### src/rtl/dac_pkg.sv
// Shared definitions for the DAC serial transmit path: frame geometry, power-down codes, FSM states.
package dac_pkg;

    localparam int FRAME_W = 16;
    localparam int CTRL_W  = 4;
    localparam int DATA_W  = FRAME_W - CTRL_W;

    localparam logic [1:0] PD_NORMAL = 2'b00;
    localparam logic [1:0] PD_1K     = 2'b01;
    localparam logic [1:0] PD_100K   = 2'b10;
    localparam logic [1:0] PD_HIZ    = 2'b11;

    typedef enum logic [1:0] {
        ST_IDLE  = 2'd0,
        ST_SHIFT = 2'd1,
        ST_GAP   = 2'd2
    } dac_state_e;

    // Frame layout seen by the DAC: two don't-care zeros, power-down code, then data MSB first.
    function automatic logic [FRAME_W-1:0] pack_frame(
        input logic [1:0]        pd,
        input logic [DATA_W-1:0] data
    );
        return {2'b00, pd, data};
    endfunction

endpackage

### src/rtl/piso_shift16.sv
// 16-bit parallel-in/serial-out register; shifts left filling zeros so the line idles low.
module piso_shift16
    import dac_pkg::*;
(
    input  logic               clk,
    input  logic               rst,
    input  logic               load,
    input  logic               shift,
    input  logic [FRAME_W-1:0] pdata,
    output logic               sout
);

    logic [FRAME_W-1:0] sreg;

    always_ff @(posedge clk) begin
        if (rst) begin
            sreg <= '0;
        end else if (load) begin
            sreg <= pdata;
        end else if (shift) begin
            sreg <= {sreg[FRAME_W-2:0], 1'b0};
        end
    end

    assign sout = sreg[FRAME_W-1];

endmodule

### src/rtl/transmit_dac.sv
// Serial transmitter to a DAC121S101-style converter: one 16-bit SYNC/DIN frame per accepted sample.
module transmit_dac
    import dac_pkg::*;
#(
    parameter int         DATA_W     = 12,
    parameter logic [1:0] PD_MODE    = PD_NORMAL,
    parameter bit         SIGNED_IN  = 1'b1,
    parameter int         GAP_CYCLES = 2
) (
    input  logic              sclk,
    input  logic              rst,
    input  logic              tx_start,
    input  logic [DATA_W-1:0] din,
    output logic              ready,
    output logic              sync,
    output logic              sdata,
    output logic              tx_done_tick,
    output dac_state_e        fsm_state
);

    localparam logic [3:0] GAP_LAST = 4'(GAP_CYCLES - 1);

    dac_state_e  state, state_next;
    logic [3:0]  bit_cnt, bit_cnt_next;
    logic [3:0]  gap_cnt, gap_cnt_next;
    logic        sync_next;
    logic        done_next;
    logic        load;
    logic        shift;
    logic [DATA_W-1:0] data_conv;

    // Two's complement to offset binary is just an MSB flip.
    assign data_conv = SIGNED_IN ? {~din[DATA_W-1], din[DATA_W-2:0]} : din;

    always_ff @(posedge sclk) begin
        if (rst) begin
            state        <= ST_IDLE;
            bit_cnt      <= '0;
            gap_cnt      <= '0;
            sync         <= 1'b1;
            tx_done_tick <= 1'b0;
        end else begin
            state        <= state_next;
            bit_cnt      <= bit_cnt_next;
            gap_cnt      <= gap_cnt_next;
            sync         <= sync_next;
            tx_done_tick <= done_next;
        end
    end

    always_comb begin
        state_next   = state;
        bit_cnt_next = bit_cnt;
        gap_cnt_next = gap_cnt;
        sync_next    = 1'b1;
        done_next    = 1'b0;
        load         = 1'b0;
        shift        = 1'b0;
        case (state)
            ST_IDLE: begin
                if (tx_start) begin
                    load         = 1'b1;
                    bit_cnt_next = '0;
                    sync_next    = 1'b0;
                    state_next   = ST_SHIFT;
                end
            end
            ST_SHIFT: begin
                shift = 1'b1;
                if (bit_cnt == 4'd15) begin
                    // Last bit has been on the line for a full cycle; close the frame.
                    bit_cnt_next = '0;
                    gap_cnt_next = '0;
                    done_next    = 1'b1;
                    state_next   = ST_GAP;
                end else begin
                    bit_cnt_next = bit_cnt + 4'd1;
                    sync_next    = 1'b0;
                end
            end
            ST_GAP: begin
                if (gap_cnt == GAP_LAST) begin
                    gap_cnt_next = '0;
                    state_next   = ST_IDLE;
                end else begin
                    gap_cnt_next = gap_cnt + 4'd1;
                end
            end
            default: begin
                state_next = ST_IDLE;
            end
        endcase
    end

    piso_shift16 u_piso (
        .clk   (sclk),
        .rst   (rst),
        .load  (load),
        .shift (shift),
        .pdata (pack_frame(PD_MODE, data_conv)),
        .sout  (sdata)
    );

    assign ready     = (state == ST_IDLE);
    assign fsm_state = state;

endmodule
### config.mk
export PLATFORM = sky130hd
export DESIGN_NAME = transmit_dac
export DESIGN_NICKNAME = d
export VERILOG_FILES = /design/src/rtl/dac_pkg.sv /design/src/rtl/piso_shift16.sv /design/src/rtl/transmit_dac.sv
export SDC_FILE = /design/constraint.sdc
export NUM_CORES = 1
export LEC_CHECK = 0
export BUFFER_PORTS_ARGS = -buffer_cell sky130_fd_sc_hd__buf_2
export CAP_MARGIN = 30
export CORE_UTILIZATION = 48
export DETAILED_ROUTE_END_ITERATION = 10
export GPL_ROUTABILITY_DRIVEN = 0
export PLACE_DENSITY = 0.77
export SETUP_SLACK_MARGIN = 0.2
export SYNTH_ARGS = -nofsm -noshare
export SYNTH_HDL_FRONTEND = slang
export SYNTH_SLANG_ARGS = --single-unit
export TNS_END_PERCENT = 30
### constraint.sdc
create_clock -name sclk -period 1.2 [get_ports sclk]
set_input_delay 0.12 -clock sclk [delete_from_list [all_inputs] [get_ports sclk]]
set_output_delay 0.12 -clock sclk [all_outputs]
set_load 0.05 [all_outputs]
==> flow_metrics.tcl <==
set metrics [dict create \
    antenna_found_initial 0 \
    syn_to_final_growth_pct 31.82 \
    clock_path_buffers 2 \
    num_vias 1083 \
    overflow 0 \
    arrival_ps 1410 \
    clock_latency_ps 330 \
    port_buffers 20 \
    final_cells 188 \
    cts_tree "yes" \
    worstPathMaxFanout 10 \
    final_core_util 0.6824 \
    netlist_instances 132 \
    slew_headroom 0.7462 \
    h-tree-depth 1 \
    synth_top_cell_area_share 0.4848 \
    crit_type "register to register" \
    syn-cell-area_um2 1156 \
    ant_nets 0 \
    synth_fp_nets 148 \
    setup_viol 0 \
    p_leak_nw 0.5520 \
    rsz0062_at_grt "yes" \
    die_h_um 51.08 \
    layout_common_cells "nand2_1, dfxtp_1, a21oi_1" \
    rows 17 \
    die_w_um 51.08 \
    min_period_over_period 0.9762 \
    cp-start-kind "register" \
    gr-usage-all-layers 0.2254 \
    start_util 0.5176 \
    final-hold-violation-count 0 \
    yosysWarnings 0 \
    status "finished, final reports clean" \
    finalClockSkew_ps 4.601 \
    route.detailed.drc 0 \
    ys_ff_latch 28 \
    synth_area_leaders "dfxtp_1, nand2_1, a21oi_1" \
    async_flop_share 0 \
    vdd_drop_max_uv 1043 \
    hpwl_mm 1.680 \
    coreArea_um2 2233 \
    diodes 0 \
    grt_pass1_vias 977 \
    nets 177 \
    cts_hold_buf 0 \
    first_pass_iters 4 \
    drv_slew 0 \
    synth-edff-count 0 \
    cp_data_required_time_ps 1440 \
    grt_pass1_wl_mm 4.319 \
    min_period_ps 1171 \
    totalWireLength_mm 2.586 \
    yosysUniqueCellTypes 33 \
    synth_top_cell_by_area "dfxtp_1" \
    detail_route.iter0.violations 21 \
    cts_made_buffers 3 \
    top_level_ports 21 \
    ys_seq_area_frac 0.4848 \
    via_per_inst 5.761 \
    die_area_um2 2609 \
    avgSynthCellArea_um2 8.758 \
    clockRootBuffer "clkbuf_4" \
    grt_max_degree 17 \
    power_density_nw_per_um2 1173 \
    ys.flop_type "dfxtp_1" \
    wire_per_inst_um 13.76 \
    tightest_slew_ps 379.7 \
    dp_cells 179 \
    cp-end-kind "register" \
    power_mw 1.788 \
    hold_class "primary input to register" \
    drive_gt1_frac 0.3625 \
    path_clk_slew_ps 150 \
    maxCapViolations 0 \
    fmax_mhz 853.7 \
    cts.sinks 28 \
]
## critical path, stage by stage, from the launching register on
cell and delay (ps):
dfxtp_4 420, or3b_4 420, nand2b_1 170, nor2_1 70
## power breakdown
part | switching (mW) | leakage, nW | internal [mW]
clock | 0.287 | 0.0261 | 0.255
combinational | 0.142 | 0.295 | 0.109
sequential | 0.0300 | 0.231 | 0.965
## synthesized netlist by cell type (all sizes together) (2+ instances only)
cell / count
a22oi: 12
buf: 5
nand2: 25
nand2b: 4
nand3b: 2
o21ai: 2
nor2: 6
a311oi: 2
a21oi: 18
a31oi: 3
or3: 3
clkbuf: 3
dfxtp: 28
nand3: 3
## what timing repair did
action	4_1_cts	5_1_grt
resized for setup	24	15
buffers inserted	2	2
pin swaps	2	9
cloned	1	0
endpoints found under the setup margin	34	34
## per-stage QoR
| stage | setup TNS (ps) | hold WS [ps] | worst slack, ps | cell area (µm²) |
|---|---|---|---|---|
| 2_1_floorplan | -785.7 | 192.1 | -90.68 | 1180 |
| 3_3_place_gp | -38.82 | 379.9 | -19.80 | 1316 |
| 3_5_place_dp | -263.6 | 388.4 | -65.57 | 1316 |
| 4_1_cts | 0 | 28.26 | 30.87 | 1466 |
| 5_1_grt | -140.6 | 27.98 | -23.67 | 1524 |
| 6_report | 0 | 33.96 | 28.61 | 1524 |
## layout make-up
type	instances	area (µm²)
fill	186	709.4
multi-input combinational	95	630.6
sequential	28	571.8
timing repair buffer	32	235.2
clock buffer	4	47.55
tap	28	35.03
inverter	1	3.754
## per-layer routing
| layer | GRT usage | up-vias | part of all wire |
|---|---|---|---|
| li1 | - | 529 | - |
| met1 | 0.2734 | 518 | 0.45 |
| met2 | 0.3860 | 27 | 0.48 |
| met3 | 0.02679 | 9 | 0.037 |
| met4 | 0.1204 | 0 | 0.030 |
| met5 | 0 | - | 0 |
## sequential cells by signal, summed over array words and instances (netlist names)
signal and count:
u_piso.sreg 16, gap_cnt 4, fsm_state 2, tx_done_tick 1, bit_cnt 4, sync 1
## worst paths after layout
kind,start,to,slack (ps),depth (start not counted)
worst max-delay path,fsm_state[0],bit_cnt[2],30,3
worst max register to register,fsm_state[0],bit_cnt[2],30,3
worst min-delay path,din[0],u_piso.sreg[0],30,3
worst min register to register,u_piso.sreg[13],u_piso.sreg[14],460,2
## cell families after synthesis
kind of cell             Yosys count  share of synthesized area
AND/OR/NAND/NOR                   49                     0.2035
AO/OA/AOI/OAI                     44                     0.2489
flip-flops                        28                     0.4849
buffers and inverters              9                    0.04436
XOR/XNOR                           1                   0.007577
adder cells (fa/ha/maj)            1                    0.01082
No activity file was read; power rests on OpenSTA's default activity.
